**config.mk**
```make
export PLATFORM = sky130hd
export DESIGN_NAME = tryx_ext_arbiter
export DESIGN_NICKNAME = d
export VERILOG_FILES = /design/src/rtl/tryx_arb_pkg.sv /design/src/rtl/tryx_arb_id_fifo.sv /design/src/rtl/tryx_ext_arbiter.sv
export SDC_FILE = /design/constraint.sdc
export NUM_CORES = 1
export LEC_CHECK = 0
export CAP_MARGIN = 25
export CORE_AREA = 2 2 390 392
export DETAILED_ROUTE_END_ITERATION = 10
export DIE_AREA = 0 0 392 394
export GPL_TIMING_DRIVEN = 1
export SYNTH_ARGS = -nofsm -noshare
export SYNTH_HDL_FRONTEND = slang
export SYNTH_SLANG_ARGS = --single-unit
```
**constraint.sdc**
```tcl
create_clock -name clk_i -period 5.4 [get_ports clk_i]
set_clock_uncertainty 0.15 [all_clocks]
set_input_delay 1.08 -clock clk_i [delete_from_list [all_inputs] [get_ports clk_i]]
set_output_delay 1.08 -clock clk_i [all_outputs]
set_load 0.01 [all_outputs]
```
**src/rtl/tryx_arb_pkg.sv**
```systemverilog
// Shared types for the TRYX external-port arbiter: core ID type and stall counter width.
package tryx_arb_pkg;

  localparam int ARB_NB_CORES    = 8;
  localparam int STALL_CNT_WIDTH = 32;

  typedef logic [$clog2(ARB_NB_CORES)-1:0] core_id_t;

endpackage

```
**src/rtl/tryx_arb_id_fifo.sv**
```systemverilog
// In-order FIFO of granted core IDs; the head names the core owning the oldest outstanding request.
module tryx_arb_id_fifo
  import tryx_arb_pkg::*;
#(
  parameter int  DEPTH = 4,
  parameter type id_t  = core_id_t
) (
  input  logic clk_i,
  input  logic rst_ni,
  input  logic push_i,
  input  id_t  data_i,
  input  logic pop_i,
  output id_t  head_o,
  output logic full_o,
  output logic empty_o
);

  localparam int PTR_W = $clog2(DEPTH);
  localparam int CNT_W = $clog2(DEPTH + 1);

  id_t              mem_q [DEPTH];
  logic [PTR_W-1:0] wr_ptr_q;
  logic [PTR_W-1:0] rd_ptr_q;
  logic [CNT_W-1:0] count_q;
  logic             do_push;
  logic             do_pop;

  assign full_o  = (count_q == CNT_W'(DEPTH));
  assign empty_o = (count_q == '0);
  assign do_push = push_i & ~full_o;
  assign do_pop  = pop_i & ~empty_o;
  assign head_o  = mem_q[rd_ptr_q];

  always_ff @(posedge clk_i or negedge rst_ni) begin
    if (!rst_ni) begin
      wr_ptr_q <= '0;
      rd_ptr_q <= '0;
      count_q  <= '0;
      for (int i = 0; i < DEPTH; i++) mem_q[i] <= '0;
    end else begin
      if (do_push) begin
        mem_q[wr_ptr_q] <= data_i;
        wr_ptr_q        <= wr_ptr_q + PTR_W'(1);
      end
      if (do_pop) rd_ptr_q <= rd_ptr_q + PTR_W'(1);
      case ({do_push, do_pop})
        2'b10:   count_q <= count_q + CNT_W'(1);
        2'b01:   count_q <= count_q - CNT_W'(1);
        default: count_q <= count_q;
      endcase
    end
  end

endmodule

```
**src/rtl/tryx_ext_arbiter.sv**
```systemverilog
// Round-robin arbiter sharing the external peripheral port among cores; responses are steered via an ID FIFO.
// Optional per-core stall counters are built when TRYX_EXT_ARB_STALL_CNT_EN is defined.
module tryx_ext_arbiter
  import tryx_arb_pkg::*;
#(
  parameter int  NB_CORES        = 8,
  parameter int  MAX_OUTSTANDING = 4,
  parameter type tryx_req_t      = logic
) (
  input  logic                                      clk_i,
  input  logic                                      rst_ni,
  input  logic [NB_CORES-1:0]                       core_req_i,
  input  logic [NB_CORES-1:0][31:0]                 core_add_i,
  input  logic [NB_CORES-1:0]                       core_wen_i,
  input  logic [NB_CORES-1:0][31:0]                 core_wdata_i,
  input  logic [NB_CORES-1:0][3:0]                  core_be_i,
  input  tryx_req_t [NB_CORES-1:0]                  core_tryx_i,
  output logic [NB_CORES-1:0]                       core_gnt_o,
  output logic [NB_CORES-1:0]                       core_r_valid_o,
  output logic [31:0]                               core_r_rdata_o,
  output logic                                      core_r_opc_o,
  output logic [NB_CORES-1:0]                       xresp_decerr_o,
  output logic [NB_CORES-1:0]                       xresp_slverr_o,
  output logic [NB_CORES-1:0]                       xresp_valid_o,
  output logic                                      ext_req_o,
  output logic [31:0]                               ext_add_o,
  output logic                                      ext_wen_o,
  output logic [31:0]                               ext_wdata_o,
  output logic [3:0]                                ext_be_o,
  output tryx_req_t                                 ext_tryx_o,
  input  logic                                      ext_gnt_i,
  input  logic                                      ext_r_valid_i,
  input  logic [31:0]                               ext_r_rdata_i,
  input  logic                                      ext_r_opc_i,
  input  logic                                      axi_xresp_decerr_i,
  input  logic                                      axi_xresp_slverr_i,
  input  logic                                      axi_xresp_valid_i,
  output logic [NB_CORES-1:0][STALL_CNT_WIDTH-1:0]  stall_cnt_o
);

  localparam int ID_W = $clog2(NB_CORES);
  typedef logic [ID_W-1:0] id_t;

  id_t  rr_ptr_q;
  id_t  winner;
  id_t  cand;
  id_t  head;
  logic any_req;
  logic handshake;
  logic pop;
  logic fifo_full;
  logic fifo_empty;

  // Scan downwards so the candidate closest to rr_ptr_q is the last (winning) assignment.
  always_comb begin
    winner  = rr_ptr_q;
    any_req = 1'b0;
    cand    = '0;
    for (int k = NB_CORES - 1; k >= 0; k--) begin
      cand = id_t'((int'(rr_ptr_q) + k) % NB_CORES);
      if (core_req_i[cand]) begin
        winner  = cand;
        any_req = 1'b1;
      end
    end
  end

  assign ext_req_o   = any_req & ~fifo_full & rst_ni;
  assign handshake   = ext_req_o & ext_gnt_i;
  assign ext_add_o   = core_add_i[winner];
  assign ext_wen_o   = core_wen_i[winner];
  assign ext_wdata_o = core_wdata_i[winner];
  assign ext_be_o    = core_be_i[winner];
  assign ext_tryx_o  = core_tryx_i[winner];

  assign pop            = ext_r_valid_i & ~fifo_empty;
  assign core_r_rdata_o = ext_r_rdata_i;
  assign core_r_opc_o   = ext_r_opc_i;

  always_comb begin
    core_gnt_o     = '0;
    core_r_valid_o = '0;
    xresp_valid_o  = '0;
    xresp_decerr_o = '0;
    xresp_slverr_o = '0;
    if (handshake) core_gnt_o[winner] = 1'b1;
    if (pop) begin
      core_r_valid_o[head] = 1'b1;
      xresp_valid_o[head]  = axi_xresp_valid_i;
      xresp_decerr_o[head] = axi_xresp_valid_i & axi_xresp_decerr_i;
      xresp_slverr_o[head] = axi_xresp_valid_i & axi_xresp_slverr_i;
    end
  end

  always_ff @(posedge clk_i or negedge rst_ni) begin
    if (!rst_ni) begin
      rr_ptr_q <= '0;
    end else if (handshake) begin
      rr_ptr_q <= id_t'((int'(winner) + 1) % NB_CORES);
    end
  end

  tryx_arb_id_fifo #(
    .DEPTH (MAX_OUTSTANDING),
    .id_t  (id_t)
  ) i_id_fifo (
    .clk_i   (clk_i),
    .rst_ni  (rst_ni),
    .push_i  (handshake),
    .data_i  (winner),
    .pop_i   (pop),
    .head_o  (head),
    .full_o  (fifo_full),
    .empty_o (fifo_empty)
  );

`ifdef TRYX_EXT_ARB_STALL_CNT_EN
  logic [NB_CORES-1:0][STALL_CNT_WIDTH-1:0] stall_cnt_q;

  always_ff @(posedge clk_i or negedge rst_ni) begin
    if (!rst_ni) begin
      stall_cnt_q <= '0;
    end else begin
      for (int i = 0; i < NB_CORES; i++) begin
        if (core_req_i[i] && !core_gnt_o[i] && !(&stall_cnt_q[i]))
          stall_cnt_q[i] <= stall_cnt_q[i] + STALL_CNT_WIDTH'(1);
      end
    end
  end

  assign stall_cnt_o = stall_cnt_q;
`else
  assign stall_cnt_o = '0;
`endif

`ifndef SYNTHESIS
  // A response with nothing outstanding is a protocol error from the external side.
  resp_without_outstanding: assert property (
    @(posedge clk_i) disable iff (!rst_ni) !(ext_r_valid_i && fifo_empty));
`endif

endmodule

```
# == Yosys cells after proc, flatten, opt, wreduce, memory -nomap -nowiden ==
# Cells that the tools add are included.
# classes
n_addsub,12
n_lt_le_gt_ge,15
eq_ne,3
bitwise,15
mux,58
n_reduce_logical,5
# op_table
op,count
$bmux W32 S3,2
$mux W32,2
$lt A3 B4 Y1 const B,10
$mux W8,5
$mux W3,11
$bmux W1 S3,10
$and A8 B8 Y8,3
$mux W1,20
$add A3 B3 Y3 const B,4
$bmux W4 S3,1
$bwmux W12,1
$add A3 B1 Y3 const B,3
$and A1 B1 Y1,8
$add A3 B2 Y3 const B,2
$bmux W3 S2,1
$demux W1 S3,2
$demux W3 S2,1
$ge A3 B1 Y1 const B,2
$ge A3 B3 Y1 const B,2
$not A2 Y3,2
$pmux W3 S2,1
$add A2 B1 Y2 const B,2
$mux W4,1
$eq A3 B3 Y1 const B,1
other kinds (8),11
# totals
ff_bits,22
wordCells,116

# == Logic depth before layout (Yosys ltp) ==
# Gate-level depths: netlist (run 1).
# logic_depth
ltp_word,17
depth_mapped,19

# == By module ==
# Synthesis (run 1) repeated with hierarchy kept, for this count alone.
# hier_totals
hier_cells,1058
hier_area_um2,10019.6
# by_module_without_submodules
mod,area_per_inst_um2,seq_area_each_um2,n_inst,cells_each
tryx_ext_arbiter,9077.5,75.1,1,990
tryx_arb_id_fifo,942.2,475.5,1,68

# == Worst setup path before layout (run 1) ==
# OpenSTA, ideal clock, no wires.
# synth_path
kind,reg-to-output
from,register rr_ptr_q[1]
to,output ext_add_o[10]
arrival_time_ns,3.709
required_time_ns,4.170
path_slack_ns,0.461
path_stages_with_launch,16
cell_sequence,dfrtp_1 > buf_2 > clkinv_1 > ha_1 > clkbuf_1 > mux4_2 > a221oi_1 > a31oi_1 > a211oi_1 > a22o_1 > buf_2 > buf_4 > buf_4 > mux2i_1 > mux2i_1 > mux2_2
# synth_between
elab_chain_len,13
elab_cells_between_ends,33
# synth_lines
item,line_no,text
"start, declared",tryx_ext_arbiter.sv:44,id_t rr_ptr_q;
"start signal, assigned",tryx_ext_arbiter.sv:99,rr_ptr_q <= id_t'((int'(winner) + 1) % NB_CORES);
$add A3 B3 Y3,tryx_ext_arbiter.sv:60,cand = id_t'((int'(rr_ptr_q) + k) % NB_CORES);
$bmux W1 S3,tryx_ext_arbiter.sv:61,if (core_req_i[cand]) begin
$mux W1 (not written as such),tryx_ext_arbiter.sv:61,
$mux W3 (7 in series),tryx_ext_arbiter.sv:61,
$mux W3 (*),tryx_ext_arbiter.sv:61,
$bmux W32 S3 (*),tryx_ext_arbiter.sv:70,assign ext_add_o = core_add_i[winner];
$mux W32 (not written as such) (*),tryx_ext_arbiter.sv:70,
"end, declared",tryx_ext_arbiter.sv:26,"output logic [31:0] ext_add_o,"
# Mark *: on every way between the ends. The rest lies on a longest branch, timed or not. The select of a mux whose other input is x is not followed.

# == Worst setup path in the final report (run 1) ==
# layout_path
from,input core_req_i[7]
to,output ext_wdata_o[3]
# layout_between
elab_chain_len,12
elab_cells_between_ends,26
# layout_lines
item,line_no,text
"start, declared",tryx_ext_arbiter.sv:12,"input logic [NB_CORES-1:0] core_req_i,"
$bmux W1 S3,tryx_ext_arbiter.sv:61,
$mux W1 (not written as such),tryx_ext_arbiter.sv:61,
$mux W3 (7 in series),tryx_ext_arbiter.sv:61,
$mux W3 (*),tryx_ext_arbiter.sv:61,
$bmux W32 S3 (*),tryx_ext_arbiter.sv:72,assign ext_wdata_o = core_wdata_i[winner];
$mux W32 (not written as such) (*),tryx_ext_arbiter.sv:72,
"end, declared",tryx_ext_arbiter.sv:28,"output logic [31:0] ext_wdata_o,"
# Marks and branches as above.

==> results of run 1 <==
what timing repair did:
action                     4_1_cts  5_1_grt
cloned                          12        0
resized for setup              276       37
pin swaps                        9        7
buffers inserted                50       18
setup endpoints to repair       78       58
cell type report:
class	count	area share, %
Antenna cell	5	0.0605
Inverter	13	0.303
Timing Repair Buffer	906	45.1
Sequential cell	22	2.66
Multi-Input combinational cell	955	39.3
Tap cell	2030	12.3
Clock buffer	3	0.363
cells in the mapped netlist, drive strengths merged (3+ instances only):
cell type | number | share of area (%)
clkbuf | 10 | 0.38
nor3 | 7 | 0.35
and2 | 20 | 1.3
nand2b | 4 | 0.25
buf | 347 | 26
nor2 | 29 | 1.1
inv | 12 | 0.45
mux4 | 11 | 2.5
ha | 8 | 1.0
o21ai | 18 | 0.94
nand3 | 3 | 0.15
xor2 | 4 | 0.35
dfrtp | 22 | 5.5
a21oi | 5 | 0.25
mux2i | 433 | 44
nand2 | 32 | 1.2
and3 | 3 | 0.19
xnor2 | 7 | 0.61
mux2 | 83 | 11
worst register-to-register path, delay by kind of cell (launching register included):
family	cells	cell delay, ns
buffers and inverters	8	1.11
adder cells (fa/ha/maj)	3	0.96
multiplexers	2	0.57
AND/OR/NAND/NOR	3	0.38
flip-flops	1	0.35
XOR/XNOR	2	0.30
AO/OA/AOI/OAI	1	0.26
per-stage QoR:
stage | hold slack (ns) | instance area, um^2 | setup slack (ns) | cells | util, %
finish | 0.336 | 20700 | 0.0677 | 3934 | 13.7
global route | 0.378 | 20700 | -0.0326 | 3932 | 13.7
CTS | 0.335 | 20500 | -0.0734 | 3916 | 13.6
detailed placement | 0.324 | 19100 | -0.901 | 3851 | 12.7
global placement | 0.306 | 19100 | -0.908 | 3851 | 12.7
floorplan | 0.295 | 10900 | 0.461 | 1347 | -
state kept, by name, indices dropped and copies added, names as in the netlist:
register / count
i_id_fifo.mem_q: 12
i_id_fifo.count_q: 3
rr_ptr_q: 3
i_id_fifo.wr_ptr_q: 2
i_id_fifo.rd_ptr_q: 2
routing by layer:
layer / share of wire, % / up-vias / GRT usage, %
met1: 42 / 4955 / 10.7
met3: 9.1 / 86 / 2.45
met2: 45 / 600 / 13.4
met4: 2.9 / 22 / 2.42
met5: 0.21 / - / 0
li1: - / 4948 / -
cells by family (layout without fill, tap and decap cells):
family	count (synthesis)	count (layout)
other	1	261
flip-flops	22	22
buffers and inverters	370	922
multiplexers	527	527
adder cells (fa/ha/maj)	9	9
AO/OA/AOI/OAI	48	48
XOR/XNOR	11	11
AND/OR/NAND/NOR	104	104
worst max path at each step:
stage / start / end / depth (start not counted)
2_1_floorplan: rr_ptr_q[1] / ext_add_o[10] / 15
3_3_place_gp: core_req_i[1] / ext_be_o[2] / 12
3_5_place_dp: core_req_i[0] / ext_be_o[2] / 12
4_1_cts: core_req_i[1] / ext_add_o[18] / 13
5_1_grt: core_req_i[1] / ext_wdata_o[14] / 19
6_report: core_req_i[7] / ext_wdata_o[3] / 15
==> impl_metrics.json, run 1 <==
{
  "cts_made_buffers": 3,
  "r2r-end": "i_id_fifo.count_q[2]",
  "synth_edf_count": 0,
  "antenna_found_initial": 21,
  "first_global_vias": 10500,
  "syn_to_final_growth_pct": 107,
  "period_needed_ns": 5.33,
  "wl_mm": 69.5,
  "crit_chain": "buf_2 > mux2_2 > a222oi_1 > o31a_1 > o211ai_1 > a22o_4 > buf_12 > buf_4 > buf_12 > buf_16 > buf_4 > mux2i_1 > mux2i_1 > mux2_4 > dlygate4sd2_1",
  "placementRows": 143,
  "hold_viol": 0,
  "regArea_um2": 551,
  "multi_input_area_um2": 8120,
  "reg2reg_depth": 19,
  "finalSetupTns_ns": 0,
  "drc": 0,
  "fillers": 17200,
  "via_count": 10600,
  "cp-start-kind": "primary input",
  "start_util_pct": 6.62,
  "ys_warn_count": 0,
  "tritoncts": "built",
  "final_cell_mix": "clkdlybuf4s50_1, mux2i_1, conb_1",
  "viasPerCell": 2.70,
  "die-width_um": 392,
  "seq_area_frac_synth_pct": 5.52,
  "die_y_um": 394,
  "track_usage_pct": 8.36,
  "hpwl_mm": 56.7,
  "min_period_over_period_pct": 98.7,
  "drt_iter0_markers": 429,
  "finalMaxSlewViolations": 0,
  "dieArea_um2": 154000,
  "critPathRequiredTime_ns": 4.17,
  "coreArea_um2": 151000,
  "synth-compound-area-share_pct": 3.39,
  "rr_startpoint": "rr_ptr_q[1]",
  "ctsHtreeMaxLevel": 1,
  "cp.arrival_ns": 4.10,
  "dr.pass1.iters": 5,
  "hold_class": "flop to flop",
  "syn_area_um2": 9970,
  "cap_violations": 0,
  "cts.sinks": 22,
  "synthMuxAreaShare_pct": 57.2,
  "syn_inst": 1092,
  "end_kind": "primary output",
  "synth.avg_cell_area_um2": 9.13,
  "tightest_slew_ns": 0.721,
  "num_io_pins": 1008,
  "holdBufCountCts": 0,
  "status": "finished, final reports clean",
  "cts-root-buf": "clkbuf_16",
  "layout-drive-gt1-share_pct": 22.2,
  "synth-async-reset-ratio_pct": 100,
  "critical_path_class": "primary input to primary output",
  "grt_setup_unrepaired": "yes",
  "wire_per_inst_um": 17.7,
  "clock_path_buffers": 2,
  "slew_headroom_pct": 51.8,
  "path_max_fanout": 7,
  "yosys.area_share.simple_pct": 4.88,
  "nets": 2518,
  "ant_nets": 0,
  "final_common_cell": "clkdlybuf4s50_1",
  "crit_buf_inv": 7,
  "gr-total-overflow": 0,
  "holdPathEnd": "i_id_fifo.mem_q[7]",
  "critPathSlowestCell": "a222oi_1",
  "cts.clk_slew.worst_paths_ns": 0.05,
  "r2r_setup_slack_ns": 1.25,
  "holdCritStartpoint": "i_id_fifo.mem_q[7]",
  "critPathMaxStageDelay_ns": 0.42,
  "port_buffers": 685,
  "fmax_mhz": 188,
  "synth_xor_area_share_pct": 0.966,
  "setup_violations": 0,
  "grt_pass1_wl_mm": 88.6,
  "synth_fa_ha_area_share_pct": 1.20,
  "ys_dominant_reg_cell": "dfrtp_1",
  "grt_max_degree": 23,
  "synth_top_family_by_area": "multiplexers",
  "synth_cell_types": 53,
  "critPathTopFamily": "buffers and inverters",
  "clk_latency_ns": 0.25,
  "holdPathStages": 2,
  "ys_seq_elements": 22,
  "routabilityCongestion": 0.862
}
Power of run 1 is left out: the tool's default activity adds up to more than one toggle a clock period on the data nets, which glitch-free logic cannot reach.
==> inputs of run 2 (changes only) <==
--- a/config.mk
+++ b/config.mk
@@ -7,6 +7,7 @@
 export LEC_CHECK = 0
 export CAP_MARGIN = 25
 export CORE_AREA = 2 2 390 392
+export CTS_CLUSTER_DIAMETER = 150
 export DETAILED_ROUTE_END_ITERATION = 10
 export DIE_AREA = 0 0 392 394
 export GPL_TIMING_DRIVEN = 1
==> results of run 2 <==
The final DEF is identical to that of run 1; final timing and power are the same.
Power of run 2 is left out for the same reason.
